**src/rtl/fa16_rev_pkg.sv**
```systemverilog
// Shared types and constants for the reversible 16-bit adder sequencer.
package fa16_rev_pkg;

    localparam int unsigned DATA_W         = 16;
    localparam int unsigned CNT_W          = 4;
    localparam int unsigned SETTLE_CYC_DEF = 2;
    localparam int unsigned SETTLE_CYC_MIN = 1;
    localparam int unsigned SETTLE_CYC_MAX = 15;

    typedef enum logic [2:0] {
        IDLE = 3'd0,
        FWD  = 3'd1,
        TURN = 3'd2,
        REV  = 3'd3,
        RESP = 3'd4
    } state_e;

    // Counter load value for a settle window; out-of-range windows are clamped.
    function automatic logic [CNT_W-1:0] settle_load(input int unsigned cyc);
        int unsigned c;
        c = cyc;
        if (c < SETTLE_CYC_MIN) c = SETTLE_CYC_MIN;
        if (c > SETTLE_CYC_MAX) c = SETTLE_CYC_MAX;
        return CNT_W'(c - 1);
    endfunction

endpackage

```
**src/rtl/fa16_rev_seq.sv**
```systemverilog
// Sequencer that runs an external reversible adder forward, then backward,
// and flags a response error when the backward pass misses the operands.
module fa16_rev_seq
    import fa16_rev_pkg::*;
#(
    parameter int unsigned SETTLE_CYC = SETTLE_CYC_DEF
) (
    input  logic              clk,
    input  logic              rst,
    input  logic              req_valid,
    output logic              req_ready,
    input  logic [DATA_W-1:0] req_a,
    input  logic [DATA_W-1:0] req_b,
    input  logic              req_c0,
    output logic              rsp_valid,
    input  logic              rsp_ready,
    output logic [DATA_W-1:0] rsp_s,
    output logic              rsp_c15,
    output logic              rsp_err,
    output logic              dir,
    output logic [DATA_W-1:0] f_a,
    output logic [DATA_W-1:0] f_b,
    output logic              f_c0_f,
    output logic              f_z,
    input  logic [DATA_W-1:0] f_s,
    input  logic [DATA_W-1:0] f_a_b,
    input  logic              f_c0_b,
    input  logic              f_c15,
    output logic [DATA_W-1:0] r_s,
    output logic [DATA_W-1:0] r_a_b,
    output logic              r_c0_b,
    output logic              r_c15,
    input  logic [DATA_W-1:0] r_a,
    input  logic [DATA_W-1:0] r_b,
    input  logic              r_c0_f,
    input  logic              r_z
);

    localparam logic [CNT_W-1:0] CNT_LOAD = settle_load(SETTLE_CYC);

    state_e            state_q, state_d;
    logic [CNT_W-1:0]  cnt_q, cnt_d;
    logic [DATA_W-1:0] op_a_q, op_a_d;
    logic [DATA_W-1:0] op_b_q, op_b_d;
    logic              op_c0_q, op_c0_d;
    logic              req_ready_q, req_ready_d;
    logic              rsp_valid_q, rsp_valid_d;
    logic [DATA_W-1:0] rsp_s_q, rsp_s_d;
    logic              rsp_c15_q, rsp_c15_d;
    logic              rsp_err_q, rsp_err_d;
    logic              dir_q, dir_d;
    logic [DATA_W-1:0] f_a_q, f_a_d;
    logic [DATA_W-1:0] f_b_q, f_b_d;
    logic              f_c0_f_q, f_c0_f_d;
    logic              f_z_q, f_z_d;
    logic [DATA_W-1:0] r_s_q, r_s_d;
    logic [DATA_W-1:0] r_a_b_q, r_a_b_d;
    logic              r_c0_b_q, r_c0_b_d;
    logic              r_c15_q, r_c15_d;
    logic              accept;
    logic              cnt_done;
    logic              rev_mismatch;

    assign accept       = req_valid && req_ready_q && (state_q == IDLE);
    assign cnt_done     = (cnt_q == '0);
    assign rev_mismatch = (r_a != op_a_q) || (r_b != op_b_q) ||
                          (r_c0_f != op_c0_q) || (r_z != 1'b0);

    // Next-state and registered-output logic.
    always_comb begin
        state_d     = state_q;
        cnt_d       = cnt_q;
        op_a_d      = op_a_q;
        op_b_d      = op_b_q;
        op_c0_d     = op_c0_q;
        rsp_valid_d = rsp_valid_q;
        rsp_s_d     = rsp_s_q;
        rsp_c15_d   = rsp_c15_q;
        rsp_err_d   = rsp_err_q;
        dir_d       = dir_q;
        f_a_d       = f_a_q;
        f_b_d       = f_b_q;
        f_c0_f_d    = f_c0_f_q;
        f_z_d       = f_z_q;
        r_s_d       = r_s_q;
        r_a_b_d     = r_a_b_q;
        r_c0_b_d    = r_c0_b_q;
        r_c15_d     = r_c15_q;

        unique case (state_q)
            IDLE: begin
                if (accept) begin
                    op_a_d   = req_a;
                    op_b_d   = req_b;
                    op_c0_d  = req_c0;
                    f_a_d    = req_a;
                    f_b_d    = req_b;
                    f_c0_f_d = req_c0;
                    f_z_d    = 1'b0;
                    dir_d    = 1'b0;
                    cnt_d    = CNT_LOAD;
                    state_d  = FWD;
                end
            end
            FWD: begin
                // The r_* drive registers double as the forward result capture.
                if (cnt_done) begin
                    r_s_d    = f_s;
                    r_a_b_d  = f_a_b;
                    r_c0_b_d = f_c0_b;
                    r_c15_d  = f_c15;
                    dir_d    = 1'b1;
                    state_d  = TURN;
                end else begin
                    cnt_d = cnt_q - CNT_W'(1);
                end
            end
            TURN: begin
                cnt_d   = CNT_LOAD;
                state_d = REV;
            end
            REV: begin
                if (cnt_done) begin
                    rsp_s_d     = r_s_q;
                    rsp_c15_d   = r_c15_q;
                    rsp_err_d   = rev_mismatch;
                    rsp_valid_d = 1'b1;
                    state_d     = RESP;
                end else begin
                    cnt_d = cnt_q - CNT_W'(1);
                end
            end
            RESP: begin
                if (rsp_ready) begin
                    rsp_valid_d = 1'b0;
                    dir_d       = 1'b0;
                    state_d     = IDLE;
                end
            end
            default: begin
                state_d = IDLE;
            end
        endcase

        req_ready_d = (state_d == IDLE);
    end

    // State and output registers.
    always_ff @(posedge clk or posedge rst) begin
        if (rst) begin
            state_q     <= IDLE;
            cnt_q       <= '0;
            op_a_q      <= '0;
            op_b_q      <= '0;
            op_c0_q     <= 1'b0;
            req_ready_q <= 1'b0;
            rsp_valid_q <= 1'b0;
            rsp_s_q     <= '0;
            rsp_c15_q   <= 1'b0;
            rsp_err_q   <= 1'b0;
            dir_q       <= 1'b0;
            f_a_q       <= '0;
            f_b_q       <= '0;
            f_c0_f_q    <= 1'b0;
            f_z_q       <= 1'b0;
            r_s_q       <= '0;
            r_a_b_q     <= '0;
            r_c0_b_q    <= 1'b0;
            r_c15_q     <= 1'b0;
        end else begin
            state_q     <= state_d;
            cnt_q       <= cnt_d;
            op_a_q      <= op_a_d;
            op_b_q      <= op_b_d;
            op_c0_q     <= op_c0_d;
            req_ready_q <= req_ready_d;
            rsp_valid_q <= rsp_valid_d;
            rsp_s_q     <= rsp_s_d;
            rsp_c15_q   <= rsp_c15_d;
            rsp_err_q   <= rsp_err_d;
            dir_q       <= dir_d;
            f_a_q       <= f_a_d;
            f_b_q       <= f_b_d;
            f_c0_f_q    <= f_c0_f_d;
            f_z_q       <= f_z_d;
            r_s_q       <= r_s_d;
            r_a_b_q     <= r_a_b_d;
            r_c0_b_q    <= r_c0_b_d;
            r_c15_q     <= r_c15_d;
        end
    end

    assign req_ready = req_ready_q;
    assign rsp_valid = rsp_valid_q;
    assign rsp_s     = rsp_s_q;
    assign rsp_c15   = rsp_c15_q;
    assign rsp_err   = rsp_err_q;
    assign dir       = dir_q;
    assign f_a       = f_a_q;
    assign f_b       = f_b_q;
    assign f_c0_f    = f_c0_f_q;
    assign f_z       = f_z_q;
    assign r_s       = r_s_q;
    assign r_a_b     = r_a_b_q;
    assign r_c0_b    = r_c0_b_q;
    assign r_c15     = r_c15_q;

endmodule

```
**config.mk**
```make
export PLATFORM = sky130hd
export DESIGN_NAME = fa16_rev_seq
export DESIGN_NICKNAME = d
export VERILOG_FILES = /design/src/rtl/fa16_rev_pkg.sv /design/src/rtl/fa16_rev_seq.sv
export SDC_FILE = /design/constraint.sdc
export NUM_CORES = 1
export LEC_CHECK = 0
export ABC_CLOCK_PERIOD_IN_PS = 3450
export CORE_MARGIN = 3
export CORE_UTILIZATION = 60
export DETAILED_ROUTE_END_ITERATION = 8
export DONT_BUFFER_PORTS = 1
export GPL_ROUTABILITY_DRIVEN = 0
export PLACE_DENSITY = 0.79
export SLEW_MARGIN = 0
export SYNTH_ARGS = -nofsm -noshare
export SYNTH_HDL_FRONTEND = slang
export SYNTH_SLANG_ARGS = --single-unit
```
**constraint.sdc**
```tcl
create_clock -name clk -period 3.45 [get_ports clk]
set_input_delay 0.1725 -clock clk [delete_from_list [all_inputs] [get_ports clk]]
set_output_delay 0.1725 -clock clk [all_outputs]
set_load 0.005 [all_outputs]
```
Word level (Yosys, flattened, before mapping)
Index checks and enable logic that the tools add are counted.

Add/subtract/negate cells: 1. Equality and inequality tests: 12. Muxes and demuxes: 13. Reductions and logical operators: 18.

Operators by type and width (number): 16-bit inequality test (2); 3-bit case mux with 5 select lines (1); 3-bit two-way mux (4); 4-bit case mux with 3 select lines (1); 2-bit inequality test, second input constant (5); 4-bit two-way mux (2); 3-bit by 2-bit equality test with 1-bit output, second input constant (2); 3-bit zero test (2); 2-bit AND reduction (3); 3-bit AND reduction (2); 3-bit nonzero test (2); 4-bit zero test (1); 4-bit AND reduction (1); 4-bit by 1-bit subtractor with 4-bit output, second input constant (1); 3-bit by 1-bit equality test with 1-bit output, second input constant (1); 3-bit equality test, second input constant (1); 1-bit logical OR (3); 1-bit two-way mux (3); 1-bit case mux with 3 select lines (1); 1-bit logical AND (2); 1-bit case mux with 2 select lines (1); 2-bit nonzero test (1); 2-bit OR reduction (1); 1-bit inequality test (1).

Register bits: 95. Output and inout port bits: 89. Word-level logic and storage cells: 59.

Logic depth before layout (Yosys ltp)
Word-level depth: 5. Mapped depth: 8. Gate-level depth less buffers: 8.

Worst setup path before layout
OpenSTA, ideal clock, no wires.

Path type: register -> register. Start point: reg cnt_q[0]. End point: reg r_a_b_q[10], in the netlist r_a_b[10]. Setup time: 0.125 ns. Data arrival time: 1.642 ns. Required time: 3.325 ns. Slack: 1.683 ns. Stages on the path, launching flop included: 8. Clock period less this slack: 1.767 ns. Cell sequence: dfrtp_1 inv_1 ha_1 nand4bb_1 or3_1 buf_6 buf_12 mux2_4.

Cells in the longest elaborated chain, start to end: 2.

Ends and longest elaborated chain: start: declaration (line fa16_rev_seq.sv:42) `logic [CNT_W-1:0] cnt_q, cnt_d;`; start signal: assignment (line fa16_rev_seq.sv:172) `cnt_q <= cnt_d;`; 4-bit zero test (line fa16_rev_seq.sv:65) `assign cnt_done = (cnt_q == '0);`; 2-bit AND reduction (no source line); end signal: assignment (line fa16_rev_seq.sv:187) `r_a_b_q <= r_a_b_d;`; end: declaration (line fa16_rev_seq.sv:57) `logic [DATA_W-1:0] r_a_b_q, r_a_b_d;`.

No other way between the ends. A chain may end at the register's enable or synchronous reset.

Worst setup path in the final report
Start point: reg cnt_q[0]. End point: reg r_s_q[8], in the netlist r_s[8].

Cells in the longest elaborated chain, start to end: 2.

Ends and longest elaborated chain: 4-bit zero test (line fa16_rev_seq.sv:65); 2-bit AND reduction (no source line); end signal: assignment (line fa16_rev_seq.sv:186) `r_s_q <= r_s_d;`; end: declaration (line fa16_rev_seq.sv:56) `logic [DATA_W-1:0] r_s_q, r_s_d;`.

No other way between the ends.

==> reports/metrics.yaml <==
outcome: "finished clean"
synthSimpleGateAreaFrac_pct: 4.92
grt_pass1_wl_mm: 13.6
grt_pass1_vias: 2642
min-delay-start: "r_z"
grt.total_usage_pct: 23.0
area_growth_pct: 20.9
vias_per_cell: 5.74
dieArea_mm2: 0.00799
multi_input_area_mm2: 0.00166
grt_overflow: 0
min_path_type: "primary input to register"
drive_gt1_share_pct: 30.3
yosysTopAreaCellShare_pct: 57.0
syn-num-nets: 382
synth_largest_area_cell: "dfrtp_1"
grt_antenna_before_repair: 0
rr_startpoint: "cnt_q[0]$_DFFE_PP0P_"
wirelength_mm: 9.10
relSlewSlack_pct: 28.7
rows: 29
syn_area_mm2: 0.00417
post-route-util_pct: 77.2
n_antenna_cell: 0
synth_fa_ha_area_share_pct: 0.300
worst_ep_arrival_time_ps: 2560
drt_iter0_drc: 84
regArea_mm2: 0.00238
core-area_mm2: 0.00653
hpwl_mm: 6.30
nFillCells: 351
endpoint_kind: "register"
cap_viol_max_count: 0
cts_tree: "built"
synthTopCellsByCount: "dfrtp_1, mux2_2, xnor2_1"
reg2reg_to: "r_s[8]$_DFFE_PP0P_"
p_leak_nw: 2.21
worst_slew_pin_slew_ps: 1070
dr_total_vias: 2449
route.detailed.drc: 0
power.density_mw_per_mm2: 835
synth.most_common_cell: "dfrtp_1"
yosysWarningCount: 0
worstHoldPathCells: 2
hold_viol: 0
dp_cells: 344
rsz0062_at_grt: "no"
async_flop_share_pct: 100
clk_pin_slew_ps: 90
synth.distinct_cells: 35
fin_cells: 427
critical_path_buf_inv_count: 1
syn_area_per_cell_um2: 15.1
seq_area_frac_synth_pct: 57.0
synthTopCellsByArea: "dfrtp_1, mux2_2, mux2_4"
synthXorXnorAreaFrac_pct: 7.14
crit_path_top_delay_cell: "or3_2"
final-max-slew-violation-count: 0
ios: 194
critical_path_class: "register to register"
ff2ff_path_depth: 5
fin_crit_sh_pct: 67.7
max_freq_ghz: 0.428
port_buffers: 0
synth_edf_count: 0
die_x_um: 89.4
grt_max_degree: 39
ctsResizeCount: 0
cp_cell_sequence: "inv_1 > ha_1 > nand4bb_1 > or3_2 > mux2_4"
period_needed_ps: 2340
synth_top_family_by_area: "multiplexers"
synth-main-ff-cell: "dfrtp_1"
die_h_um: 89.4
nNetsFinal: 452
crit_fanout: 35
ir_drop_uv: 497
final.setup.tns_ps: 0
finalPower_mw: 4.21
wl_per_cell_um: 21.3
critical_path.top_delay_family: "simple AND/OR/NAND/NOR gates"
worstSkewPairLatency_ps: 340
drt_pass1_iterations: 4
clock_sink_count: 95
htreeDepth: 3
synth_compound_area_share_pct: 1.83
setup_viol: 0
ys_ff_latch: 95
clock_skew_ps: 9.90
clockBufferDepth: 2
rrSetupSlack_ps: 1110
numCtsBuffers: 9
synthCells: 276
min_to: "rsp_err$_DFFE_PP0P_"
postRouteAntennaNets: 0
cts.root.buffer_cell: "clkbuf_8"
cpPeakStageDelay_ps: 900
initial_core_util_pct: 63.9
crit_path_start_kind: "register"
required_ps: 3680
synthMuxAreaShare_pct: 25.3
==> area by class of cell <==
cell class	instances	share of cell area (%)
Clock inverter	2	0.323
Tap cell	77	1.91
Multi-Input combinational cell	164	32.9
Timing Repair Buffer	71	14.2
Clock buffer	13	3.15
Inverter	5	0.397
Sequential cell	95	47.1
==> per-layer routing <==
layer,global-route usage (%),share of wire [%]
met5,0,0
met4,7.71,1.1
met2,39.9,51
met1,27.1,38
met3,7.47,9.5
==> timing repair <==
item | CTS | global route
hold buffers | 68 | 0
setup buffers | 0 | 0
endpoints found under the hold margin | 88 | 0
==> worst register-to-register path, stage by stage (launching register included) <==
cell and delay [ps]:
dfrtp_1 420, inv_1 70, ha_1 190, nand4bb_1 160, or3_2 900, mux2_4 490
==> flip-flops by register name, summed over array words and instances, names as in the netlist <==
| signal | flops |
|---|---|
| cnt_q | 4 |
| dir | 1 |
| f_a | 16 |
| f_b | 16 |
| f_c0_f | 1 |
| r_a_b | 16 |
| r_c0_b | 1 |
| r_c15 | 1 |
| r_s | 16 |
| req_ready | 1 |
| rsp_c15 | 1 |
| rsp_err | 1 |
| rsp_s | 16 |
| rsp_valid | 1 |
| state_q | 3 |
==> layout by cell type, fill, tap and decap left out, drive strengths merged, types with 2 or more instances in the layout <==
cell type	netlist	final
nor2	6	6
nand4	8	8
inv	5	4
nand2	5	5
xnor2	33	33
o2bb2ai	2	2
dlygate4sd3	0	68
mux2	84	84
dfrtp	95	95
buf	11	3
clkinv	0	2
clkbuf	1	13
nor3	3	3
nand3b	2	2
a31oi	2	2
o21ai	2	2
nor4	3	3
==> report_power, final <==
part	switching (mW)	total, mW	internal [mW]
sequential	0.600	2.26	1.66
clock	0.346	0.646	0.300
combinational	0.444	1.30	0.860
total	1.39	4.21	2.82
==> worst max-delay path by stage <==
stage	start	end	slack, ps	depth (start not counted)
3_5_place_dp	cnt_q[0]$_DFFE_PP0P_	r_a_b[13]$_DFFE_PP0P_	1140	5
2_1_floorplan	rst	cnt_q[0]$_DFFE_PP0P_	800	1
4_1_cts	cnt_q[0]$_DFFE_PP0P_	r_a_b[4]$_DFFE_PP0P_	1130	5
5_1_grt	cnt_q[1]$_DFFE_PP0P_	r_s[14]$_DFFE_PP0P_	1010	5
6_report	cnt_q[0]$_DFFE_PP0P_	r_s[8]$_DFFE_PP0P_	1110	5
3_3_place_gp	cnt_q[0]$_DFFE_PP0P_	r_s[7]$_DFFE_PP0P_	1230	5
==> cells by family after synthesis <==
group / Yosys count
DFF: 95
muxes: 84
xor gates and xnor gates: 34
and+or+nand+nor: 33
buffers and inverters: 17
AOI/OAI and AO/OA: 11
adders and majority gates: 1
other: 1
==> per-stage QoR <==
| step | hold WS, ps | setup WS, ps | area, um^2 |
|---|---|---|---|
| 5_1_grt | 7.02 | 1010 | 5040 |
| 4_1_cts | 6.03 | 1130 | 5040 |
| 3_3_place_gp | 40.7 | 1230 | 4190 |
| 3_5_place_dp | 43.5 | 1140 | 4190 |
| 2_1_floorplan | 321 | 800 | 4170 |
| 6_report | 24.2 | 1110 | 5040 |
(Power assumes the default switching activity.)
